===== src/rtl/mem_stage_wb_pkg.sv =====
// Shared encodings for the memory stage: writeback source select, access-size
// funct3 values and the handshake FSM states.
package mem_stage_wb_pkg;

  localparam logic [1:0] RES_ALU = 2'b00;
  localparam logic [1:0] RES_MEM = 2'b01;
  localparam logic [1:0] RES_PC4 = 2'b10;

  localparam logic [2:0] F3_B  = 3'b000;
  localparam logic [2:0] F3_H  = 3'b001;
  localparam logic [2:0] F3_W  = 3'b010;
  localparam logic [2:0] F3_BU = 3'b100;
  localparam logic [2:0] F3_HU = 3'b101;

  typedef enum logic {
    IDLE,
    WAIT
  } state_t;

endpackage


===== src/rtl/mem_stage_wb_align.sv =====
// Combinational lane logic: byte enables, replicated store data, the
// misaligned/illegal fault flag and the sign/zero-extended load value.
module load_store_align
  import mem_stage_wb_pkg::*;
#(
  parameter int XLEN = 32
) (
  input  logic            is_load,
  input  logic            is_store,
  input  logic [2:0]      funct3,
  input  logic [1:0]      offset,
  input  logic [XLEN-1:0] store_data,
  input  logic [XLEN-1:0] load_word,
  output logic [3:0]      be,
  output logic [XLEN-1:0] wdata,
  output logic            fault,
  output logic [XLEN-1:0] load_value
);

  logic        legal;
  logic        aligned;
  logic [7:0]  byte_sel;
  logic [15:0] half_sel;

  always_comb begin
    legal      = 1'b0;
    aligned    = 1'b0;
    be         = 4'b1111;
    wdata      = store_data;
    byte_sel   = load_word[{offset, 3'b000} +: 8];
    half_sel   = load_word[{offset[1], 4'b0000} +: 16];
    load_value = load_word;

    case (funct3)
      F3_B, F3_BU: aligned = 1'b1;
      F3_H, F3_HU: aligned = ~offset[0];
      F3_W:        aligned = (offset == 2'b00);
      default:     aligned = 1'b0;
    endcase

    if (is_store)
      legal = (funct3 == F3_B) || (funct3 == F3_H) || (funct3 == F3_W);
    else
      legal = funct3 inside {F3_B, F3_H, F3_W, F3_BU, F3_HU};

    fault = (is_load | is_store) & ~(legal & aligned);

    // Loads always fetch the whole word; only stores narrow the enables
    if (is_store) begin
      case (funct3[1:0])
        2'b00: begin
          be    = 4'b0001 << offset;
          wdata = {4{store_data[7:0]}};
        end
        2'b01: begin
          be    = 4'b0011 << offset;
          wdata = {2{store_data[15:0]}};
        end
        default: be = 4'b1111;
      endcase
    end

    case (funct3)
      F3_B:    load_value = {{24{byte_sel[7]}}, byte_sel};
      F3_BU:   load_value = {24'd0, byte_sel};
      F3_H:    load_value = {{16{half_sel[15]}}, half_sel};
      F3_HU:   load_value = {16'd0, half_sel};
      default: load_value = load_word;
    endcase
  end

endmodule


===== src/rtl/mem_stage_wb.sv =====
// RISC-V memory stage: req/ack data-memory handshake with timeout, front-end
// stall generation and the MEM/WB pipeline register.
module mem_stage_wb
  import mem_stage_wb_pkg::*;
#(
  parameter int TIMEOUT = 16,
  parameter int XLEN    = 32
) (
  input  logic            clk,
  input  logic            rst,
  input  logic            RegWriteM,
  input  logic [1:0]      ResultSrcM,
  input  logic            MemWriteM,
  input  logic            lui_selM,
  input  logic [2:0]      funct3M,
  input  logic [XLEN-1:0] ALUResultM,
  input  logic [XLEN-1:0] WriteDataM,
  input  logic [4:0]      RdM,
  input  logic [XLEN-1:0] ExtImmM,
  input  logic [XLEN-1:0] PCPlus4M,
  output logic            dmem_req,
  output logic            dmem_we,
  output logic [XLEN-1:0] dmem_addr,
  output logic [3:0]      dmem_be,
  output logic [XLEN-1:0] dmem_wdata,
  input  logic [XLEN-1:0] dmem_rdata,
  input  logic            dmem_ack,
  output logic            StallM,
  output logic            misalign,
  output logic            bus_err,
  output logic            RegWriteW,
  output logic [1:0]      ResultSrcW,
  output logic            lui_selW,
  output logic [4:0]      RdW,
  output logic [XLEN-1:0] ALUResultW,
  output logic [XLEN-1:0] ReadDataW,
  output logic [XLEN-1:0] ExtImmW,
  output logic [XLEN-1:0] PCPlus4W
);

  localparam int CW = $clog2(TIMEOUT);

  state_t          state, state_next;
  logic [CW-1:0]   cnt, cnt_next;
  logic            is_store, is_load, mem_op;
  logic            fault, timeout, capture;
  logic [XLEN-1:0] load_value;

  assign is_store = MemWriteM;
  assign is_load  = ~MemWriteM & (ResultSrcM == RES_MEM);
  assign mem_op   = is_store | is_load;

  load_store_align #(.XLEN(XLEN)) u_align (
    .is_load    (is_load),
    .is_store   (is_store),
    .funct3     (funct3M),
    .offset     (ALUResultM[1:0]),
    .store_data (WriteDataM),
    .load_word  (dmem_rdata),
    .be         (dmem_be),
    .wdata      (dmem_wdata),
    .fault      (fault),
    .load_value (load_value)
  );

  // A late ack in the final wait cycle still completes the access
  assign timeout    = (state == WAIT) && (cnt == CW'(TIMEOUT - 1));
  assign dmem_req   = ~rst & mem_op & ~fault & (~timeout | dmem_ack);
  assign dmem_we    = dmem_req & is_store;
  assign dmem_addr  = {ALUResultM[XLEN-1:2], 2'b00};
  assign StallM     = dmem_req & ~dmem_ack;
  assign misalign   = ~rst & fault;
  assign bus_err    = ~rst & mem_op & ~fault & timeout & ~dmem_ack;
  assign capture    = ~StallM & ~fault & ~bus_err;

  always_ff @(posedge clk or posedge rst) begin
    if (rst) begin
      state <= IDLE;
      cnt   <= '0;
    end else begin
      state <= state_next;
      cnt   <= cnt_next;
    end
  end

  // Leaving WAIT happens on ack or on timeout, both of which drop StallM
  always_comb begin
    state_next = state;
    cnt_next   = cnt;
    case (state)
      IDLE: begin
        if (StallM) begin
          state_next = WAIT;
          cnt_next   = CW'(1);
        end
      end
      WAIT: begin
        if (StallM) begin
          cnt_next = cnt + CW'(1);
        end else begin
          state_next = IDLE;
          cnt_next   = '0;
        end
      end
      default: begin
        state_next = IDLE;
        cnt_next   = '0;
      end
    endcase
  end

  always_ff @(posedge clk or posedge rst) begin
    if (rst) begin
      RegWriteW  <= 1'b0;
      ResultSrcW <= '0;
      lui_selW   <= 1'b0;
      RdW        <= '0;
      ALUResultW <= '0;
      ReadDataW  <= '0;
      ExtImmW    <= '0;
      PCPlus4W   <= '0;
    end else if (capture) begin
      RegWriteW  <= RegWriteM;
      ResultSrcW <= ResultSrcM;
      lui_selW   <= lui_selM;
      RdW        <= RdM;
      ALUResultW <= ALUResultM;
      ReadDataW  <= is_load ? load_value : '0;
      ExtImmW    <= ExtImmM;
      PCPlus4W   <= PCPlus4M;
    end else begin
      RegWriteW  <= 1'b0;
      ResultSrcW <= '0;
      lui_selW   <= 1'b0;
      RdW        <= '0;
      ALUResultW <= '0;
      ReadDataW  <= '0;
      ExtImmW    <= '0;
      PCPlus4W   <= '0;
    end
  end

endmodule


===== config.mk =====
export PLATFORM = sky130hd
export DESIGN_NAME = mem_stage_wb
export DESIGN_NICKNAME = d
export VERILOG_FILES = /design/src/rtl/mem_stage_wb_pkg.sv /design/src/rtl/mem_stage_wb_align.sv /design/src/rtl/mem_stage_wb.sv
export SDC_FILE = /design/constraint.sdc
export NUM_CORES = 1
export LEC_CHECK = 0
export BUFFER_PORTS_ARGS = -buffer_cell sky130_fd_sc_hd__clkbuf_2
export CORE_AREA = 2 2 148 150
export DETAILED_ROUTE_END_ITERATION = 16
export DIE_AREA = 0 0 150 152
export HOLD_SLACK_MARGIN = 0.15
export SYNTH_ARGS = -nofsm -noshare
export SYNTH_HDL_FRONTEND = slang
export SYNTH_SLANG_ARGS = --single-unit
export TNS_END_PERCENT = 10

===== constraint.sdc =====
create_clock -name clk -period 13.4 [get_ports clk]
set_clock_uncertainty 0.2 [all_clocks]
set_input_delay 2.01 -clock clk [delete_from_list [all_inputs] [get_ports clk]]
set_output_delay 2.01 -clock clk [all_outputs]
set_load 0.005 [all_outputs]

==> run_results.csv, run 1 <==
group,metric,value,unit
status,status,"finished clean",
setup_path,crit_required,11190,ps
floorplanning,die_area,22800,sq um
setup_path,end_kind,"output port",
synth,yosysUniqueCellTypes,41,
timing,tns,0,ps
clock_tree,cts_hold_buffers,0,
clock_tree,cts_sinks,142,
synth,synth_cells,543,
finish,nNetsFinal,1057,
timing,slew_viol_final,0,
power,combPwrFrac,13.3,%
finish,diodes,0,
floorplanning,pin_count,386,
grt,grt_remaining_overflow,0,
power,p_switching,283,uW
timing,period_share,46.0,%
power,power.total,1.07,mW
setup_path,startpoint_type,"input port",
timing,period_needed,6160,ps
clock_tree,cts_root_buf,"clkbuf_16",
finish,fin_area,8400,sq um
setup_path,reg2reg_from,"cnt[0]",
grt,grt_pass1_wl,28700,microns
floorplanning,fp.dieH,152,microns
finish,drive_gt1_share,48.6,%
route,viasPerCell,4.33,
synth,yosysSeqAreaShare,59.5,%
timing,fin_ws,7240,ps
clock_tree,clk_latency,410,ps
setup_path,worstPathMaxFanout,36,
timing,fin_hold_ws,313,ps
power,clkPwrFrac,43.6,%
timing,max_slew.worst_pin.slew,983,ps
floorplanning,core,21400,sq um
power,power_density,127,nW/um^2
power,max-vdd-ir-drop,0.0669,mV
place,io_buffers,383,
route,drc,0,
synth,ys_ff_latch,142,
clock_tree,cts_tree,"done",
route,num_vias,5075,
route,avgRoutedWirePerCell,16.3,microns
timing,max_freq,0.162,GHz
finish,finalNonFillerCells,1173,
power,p_seq_share,43.1,%
finish,syn_to_final_growth,40.6,%
grt,grt_max_degree,106,
floorplanning,fp-row-count,54,
power,p_leak,4.77,nW
grt,grt_usage,16.6,%
timing,finalSetupViolations,0,
power,swShare,26.5,%
clock_tree,cts_buffer_depth,2,
setup_path,worstSetupStartpoint,"funct3M[1]",
route,drt_wl_total,19100,microns
place,pre_cts_ws,7230,ps
place,gp_congestion,0.817,
finish,utilization,39.3,%
run,maxCapViolCount,0,
place,dp_cells,1141,
power,internal-power,786,uW
grt,antenna_found_initial,0,
route,antenna_left,0,
synth,syn_area_per_cell,11.0,sq um
clock_tree,htreeDepth,4,
synth,synth_area,5970,sq um
route,dr.pass1.iters,4,
clock_tree,tritoncts.num_buffers,17,
setup_path,crit_type,"in2out",
worst_hold_path,worstHoldStart,"cnt[0]",
floorplanning,initial_core_util,28.0,%
clock_tree,clk_pin_slew,70,ps
clock_tree,post-cts-setup-buffers,0,
synth,ys_warn_count,0,
timing,slew_headroom,34.2,%
worst_hold_path,hold_path_class,"reg2reg",
grt,grt_pass1_vias,5081,
place,dp.final_hpwl,14500,microns
floorplanning,die_x,150,microns
timing,finalHoldViolCount,0,
route,drt-initial-drc-count,256,
place,dpl_cell_area,7810,sq um
clock_tree,cts_resized,0,
timing,rsz0062_at_grt,"false",
setup_path,cp.arrival,3950,ps
## logic make-up (layout without fill, tap and decap cells)
family                   count (synthesis)  count (layout)  share of synthesized area (%)
AO/OA/AOI/OAI                           83              83                           8.87
AND/OR/NAND/NOR                        198             198                           17.9
flip-flops                             142             142                           59.5
multiplexers                            22              22                           3.88
adder cells (fa/ha/maj)                  1               1                          0.210
XOR/XNOR                                 2               2                          0.293
other                                    1               2                         0.0628
buffers and inverters                   94             443                           9.26
## layer usage
metal  vias up  routed length, microns  track usage [%]
li1       2392                       -                -
met5         -                       0                0
met4         0                     346             5.75
met1      2406                    7290             18.6
met3        17                    1670             4.59
met2       260                    9770             29.9
## registers in the layout, summed over array words and instances, names as in the netlist
name / count
ExtImmW: 32
ALUResultW: 32
cnt: 4
lui_selW: 1
RdW: 5
ResultSrcW: 2
ReadDataW: 32
PCPlus4W: 32
RegWriteW: 1
state: 1
## cell usage after synthesis (all sizes together)
cell | number | share of area, %
ha | 1 | 0.21
nor2 | 19 | 1.3
a22o | 4 | 0.59
nand2 | 50 | 3.1
inv | 25 | 1.6
a31oi | 1 | 0.10
nand2b | 5 | 0.52
or4 | 1 | 0.13
o211ai | 1 | 0.13
nand3 | 4 | 0.34
or2 | 1 | 0.10
xor2 | 1 | 0.15
buf | 51 | 6.6
a311oi | 3 | 0.44
a22oi | 8 | 1.0
nor2b | 2 | 0.21
o22ai | 8 | 0.84
clkbuf | 18 | 1.1
mux2 | 9 | 1.7
and3 | 4 | 0.42
a221oi | 1 | 0.25
a21boi | 1 | 0.31
a21oi | 38 | 3.2
a21o | 1 | 0.13
conb | 1 | 0.063
a2111oi | 2 | 0.31
mux2i | 13 | 2.2
and2 | 109 | 11
a32oi | 1 | 0.27
dfrtp | 142 | 60
nor3 | 1 | 0.084
nand4 | 2 | 0.21
xnor2 | 1 | 0.15
o21ai | 11 | 0.92
a211oi | 3 | 0.38
## power groups by stage
stage	Clock (mW)	Combinational (mW)	Sequential [mW]
after detailed placement	0	0.146	0.468
after floorplan	0	0.0699	0.472
final	0.466	0.142	0.460
after CTS	0.482	0.146	0.460
after global placement	0	0.145	0.468
after global routing	0.500	0.160	0.462
## worst paths after layout
kind	endpoint	slack, ps	cells after the start
setup reg to reg	cnt[2]	11660	6
min in group asynchronous	state	1490	2
setup / recovery	StallM	7240	7
hold reg to reg	cnt[0]	310	1
hold / removal	cnt[0]	310	1
max in group asynchronous	ALUResultW[31]	10080	3
## cell type report
class | count | area [sq um]
inverters | 25 | 98.8
multi-input cells | 308 | 1870
clock inverters | 14 | 145
fillers | 2149 | 13000
clock buffers | 18 | 439
repair buffers | 386 | 1940
well taps | 280 | 350
flip-flops and latches | 142 | 3550
## placed cells by master, fill, tap and decap left out, types with 3 or more instances in the layout
| master | synthesis | routed |
|---|---|---|
| clkbuf_2 | 0 | 383 |
| dfrtp_1 | 142 | 142 |
| and2_1 | 109 | 109 |
| nand2_1 | 50 | 50 |
| a21oi_1 | 38 | 38 |
| inv_1 | 24 | 23 |
| nor2_1 | 18 | 18 |
| clkbuf_16 | 0 | 17 |
| mux2i_1 | 13 | 13 |
| o21ai_0 | 11 | 11 |
| mux2_2 | 9 | 9 |
| a22oi_1 | 8 | 8 |
| o22ai_1 | 8 | 8 |
| inv_6 | 0 | 6 |
| nand2b_1 | 5 | 5 |
| nand3_1 | 4 | 4 |
| and3_1 | 4 | 4 |
| a22o_1 | 4 | 4 |
| a211oi_1 | 3 | 3 |
| a311oi_1 | 3 | 3 |
| clkinv_4 | 0 | 3 |
| clkinvlp_4 | 0 | 3 |
| buf_4 | 40 | 3 |
## worst max-delay path, stage by stage
cell and delay, ps:
clkbuf_2 450, inv_2 370, nand2_1 100, a32oi_2 410, nand3_1 320, inv_1 150, clkbuf_2 120
No activity file was read; power rests on OpenSTA's default activity.
==> inputs of run 2 (changes only) <==
--- a/config.mk
+++ b/config.mk
@@ -5,10 +5,11 @@
 export SDC_FILE = /design/constraint.sdc
 export NUM_CORES = 1
 export LEC_CHECK = 0
+export ABC_AREA = 1
 export BUFFER_PORTS_ARGS = -buffer_cell sky130_fd_sc_hd__clkbuf_2
-export CORE_AREA = 2 2 148 150
+export CORE_AREA = 2 2 150 152
 export DETAILED_ROUTE_END_ITERATION = 16
-export DIE_AREA = 0 0 150 152
+export DIE_AREA = 0 0 152 154
 export HOLD_SLACK_MARGIN = 0.15
 export SYNTH_ARGS = -nofsm -noshare
 export SYNTH_HDL_FRONTEND = slang
==> constraint.sdc (replaced) <==
create_clock -name clk -period 6.2 [get_ports clk]
set_clock_uncertainty 0.2 [all_clocks]
set_input_delay 0.93 -clock clk [delete_from_list [all_inputs] [get_ports clk]]
set_output_delay 0.93 -clock clk [all_outputs]
set_load 0.005 [all_outputs]
==> run 2 against run 1 <==
Effect of this change: design area is 1.4% higher; register-to-register slack got worse by 7300 ps; final cell count increased by 14%; area after synthesis up 2.5%; synthesized cell count increased by 30%; largest power group is now registers; highest routed layer unchanged.
==> run_results.csv, run 2 <==
group,metric,value,unit
status,status,"finished clean",
setup_path,crit_type,"in2out",
clock_tree,cts_resized,0,
finish,drive_gt1_share,40.9,%
setup_path,end_kind,"output port",
grt,grt_pass1_wl,30500,microns
worst_hold_path,whs_path_depth,1,
synth,synthMostInstantiatedCell,"nor2_1",
synth,synth_common_cells,"nor2_1, inv_1, dfrtp_1, nand2_1, o21ai_0",
power,power_density,270,nW/um^2
synth,synth-compound-area-share,7.63,%
timing,max_freq,0.252,GHz
synth,yosysSeqAreaShare,58.1,%
route,drt_wl_total,19100,microns
grt,grt_usage,16.3,%
grt,grt_remaining_overflow,0,
route,drc,0,
floorplanning,die_area,23400,sq um
place,dp_cells,1306,
setup_path,max_stage_delay,590,ps
floorplanning,pin_count,386,
place,dp.final_hpwl,14600,microns
finish,diodes,0,
setup_path,crit_required,5070,ps
synth,synth_flop_cell,"dfrtp_1",
setup_path,path_buf_inv,3,
clock_tree,cts_tree,"done",
synth,synth_area_leaders,"dfrtp_1, nor2_1, inv_1",
timing,finalSetupViolations,0,
synth,synth_top_family_by_area,"simple AND/OR/NAND/NOR gates",
finish,fin_area,8510,sq um
place,gp_congestion,0.831,
timing,max_slew.worst_pin.slew,796,ps
clock_tree,htreeDepth,4,
synth,synth-adder-area-share,0.204,%
timing,period_needed,3960,ps
synth,synth_edf_count,0,
timing,finalHoldViolCount,0,
setup_path,crit_family,"buffers and inverters",
place,pre_cts_ws,2260,ps
clock_tree,tritoncts.num_buffers,17,
finish,nFillCells,2272,
power,p_leak,5.30,nW
finish,regArea,3550,sq um
clock_tree,clk_pin_slew,60,ps
floorplanning,die_x,152,microns
finish,final_cell_mix,"clkbuf_2, nor2_1, inv_1",
worst_hold_path,worstHoldEndpoint,"cnt[0]",
timing,slew_headroom,46.9,%
synth,muxShareOfSynthArea,0,%
timing,period_share,63.9,%
setup_path,cp.arrival,2830,ps
route,avgRoutedWirePerCell,14.3,microns
worst_hold_path,hold_path_class,"reg2reg",
grt,grt_max_degree,83,
synth,synth_xor_area_share,0.143,%
setup_path,cp_common_cell,"clkbuf_2",
timing,tns,0,ps
finish,layout_commonest_cell,"clkbuf_2",
grt,grt_pass1_vias,5750,
clock_tree,cts_root_buf,"clkbuf_16",
setup_path,critPathSlowestCell,"nor2_2",
synth,syn_area_per_cell,8.67,sq um
route,num_vias,5692,
route,drt-initial-drc-count,290,
place,dpl_cell_area,7960,sq um
power,max-vdd-ir-drop,0.174,mV
finish,finalNonFillerCells,1338,
floorplanning,initial_core_util,28.2,%
route,dr.pass1.iters,4,
synth,async_flop_share,100,%
run,maxCapViolCount,0,
setup_path,reg2reg_slack,4380,ps
clock_tree,cts_buffer_depth,2,
place,io_buffers,383,
setup_path,cp_cell_sequence,"clkbuf_2 -> nor2_2 -> clkinv_1 -> o22ai_1 -> nand2_1 -> o21ai_0 -> clkbuf_2",
floorplanning,fp-row-count,54,
timing,fin_ws,2240,ps
grt,antenna_found_initial,0,
clock_tree,post-cts-setup-buffers,0,
synth,yosys.area_share.simple,17.2,%
worst_hold_path,worstHoldStart,"cnt[0]",
setup_path,r2r_end,"cnt[1]",
finish,syn_to_final_growth,39.1,%
clock_tree,clk_latency,410,ps
timing,slew_viol_final,0,
synth,synth_cells,706,
route,antenna_left,0,
finish,nNetsFinal,1222,
setup_path,worstPathMaxFanout,16,
synth,synth_area,6120,sq um
timing,rsz0062_at_grt,"false",
synth,ys_warn_count,0,
floorplanning,fp.dieH,154,microns
floorplanning,core,21700,sq um
synth,synth.largest_area_cell,"dfrtp_1",
synth,synth_top_area_share,58.1,%
finish,multiInputGateArea,1550,sq um
clock_tree,cts_sinks,142,
setup_path,reg2reg_from,"cnt[0]",
setup_path,reg2reg_depth,8,
clock_tree,cts_hold_buffers,0,
route,viasPerCell,4.25,
setup_path,startpoint_type,"input port",
synth,yosysUniqueCellTypes,27,
synth,ys_ff_latch,142,
==> run 2: cell count changes after synthesis, sizes merged, moves of 5 or more <==
cell    before  now
nor2        19  156
inv         25  147
and2       109    0
o21ai       11   50
a21oi       38   17
nand3        4   23
nand2       50   65
mux2i       13    0
mux2         9    0
clkbuf      18   11
buf         51   57
nand2b       5    0
o22ai        8   13
==> run 2: how the worst max path moves through the flow <==
stage	from	end	cells after the start
floorplan	rst	ALUResultW[0]	1
global placement	funct3M[1]	dmem_wdata[8]	7
detailed placement	funct3M[1]	dmem_wdata[8]	7
CTS	funct3M[1]	dmem_wdata[8]	7
global route	funct3M[1]	dmem_wdata[8]	7
finish	funct3M[1]	dmem_wdata[8]	7
==> run 2: report_power, final <==
part / total [mW] / internal (mW) / switching (mW)
Sequential: 1.00 / 0.982 / 0.0187
Clock: 0.970 / 0.527 / 0.443
Combinational: 0.328 / 0.136 / 0.192
==> run 2: worst reg2reg max path: stages (launching register included) <==
cell and delay [ps]:
dfrtp_1 410, ha_1 240, nand2_1 80, inv_1 50, nand4_1 90, nand4_1 170, nor2_1 320, nand3_1 130
nand2_1 90
==> run 2: per-layer routing <==
layer | track usage [%] | up-vias | share of wire [%]
li1 | - | 2752 | -
met1 | 19.3 | 2641 | 40
met2 | 29.0 | 282 | 51
met3 | 4.40 | 17 | 7.3
met4 | 4.98 | 0 | 1.4
met5 | 0 | - | 0
==> run 2: through the flow <==
stage               power, mW  utilization [%]  hold WS (ps)
floorplan                1.19                -           288
finish                   2.30             39.3           329
detailed placement       1.35             36.7           326
global placement         1.35             36.7           320
global route             2.42             39.3           367
CTS                      2.33             39.3           332
==> run 2: cells by family after synthesis <==
group,count (synthesis)
fa+ha+maj,1
flops,142
compound gates,86
buf+inv,216
xor+xnor,1
simple gates,259
other cells,1
==> run 2: cell type report <==
type,count,area share (%)
clock buffer,18,5.04
timing repair buffer,387,22.9
clock inverter,14,1.46
sequential,142,41.7
inverter,148,6.63
tap,280,4.12
multi-input combinational,349,18.2
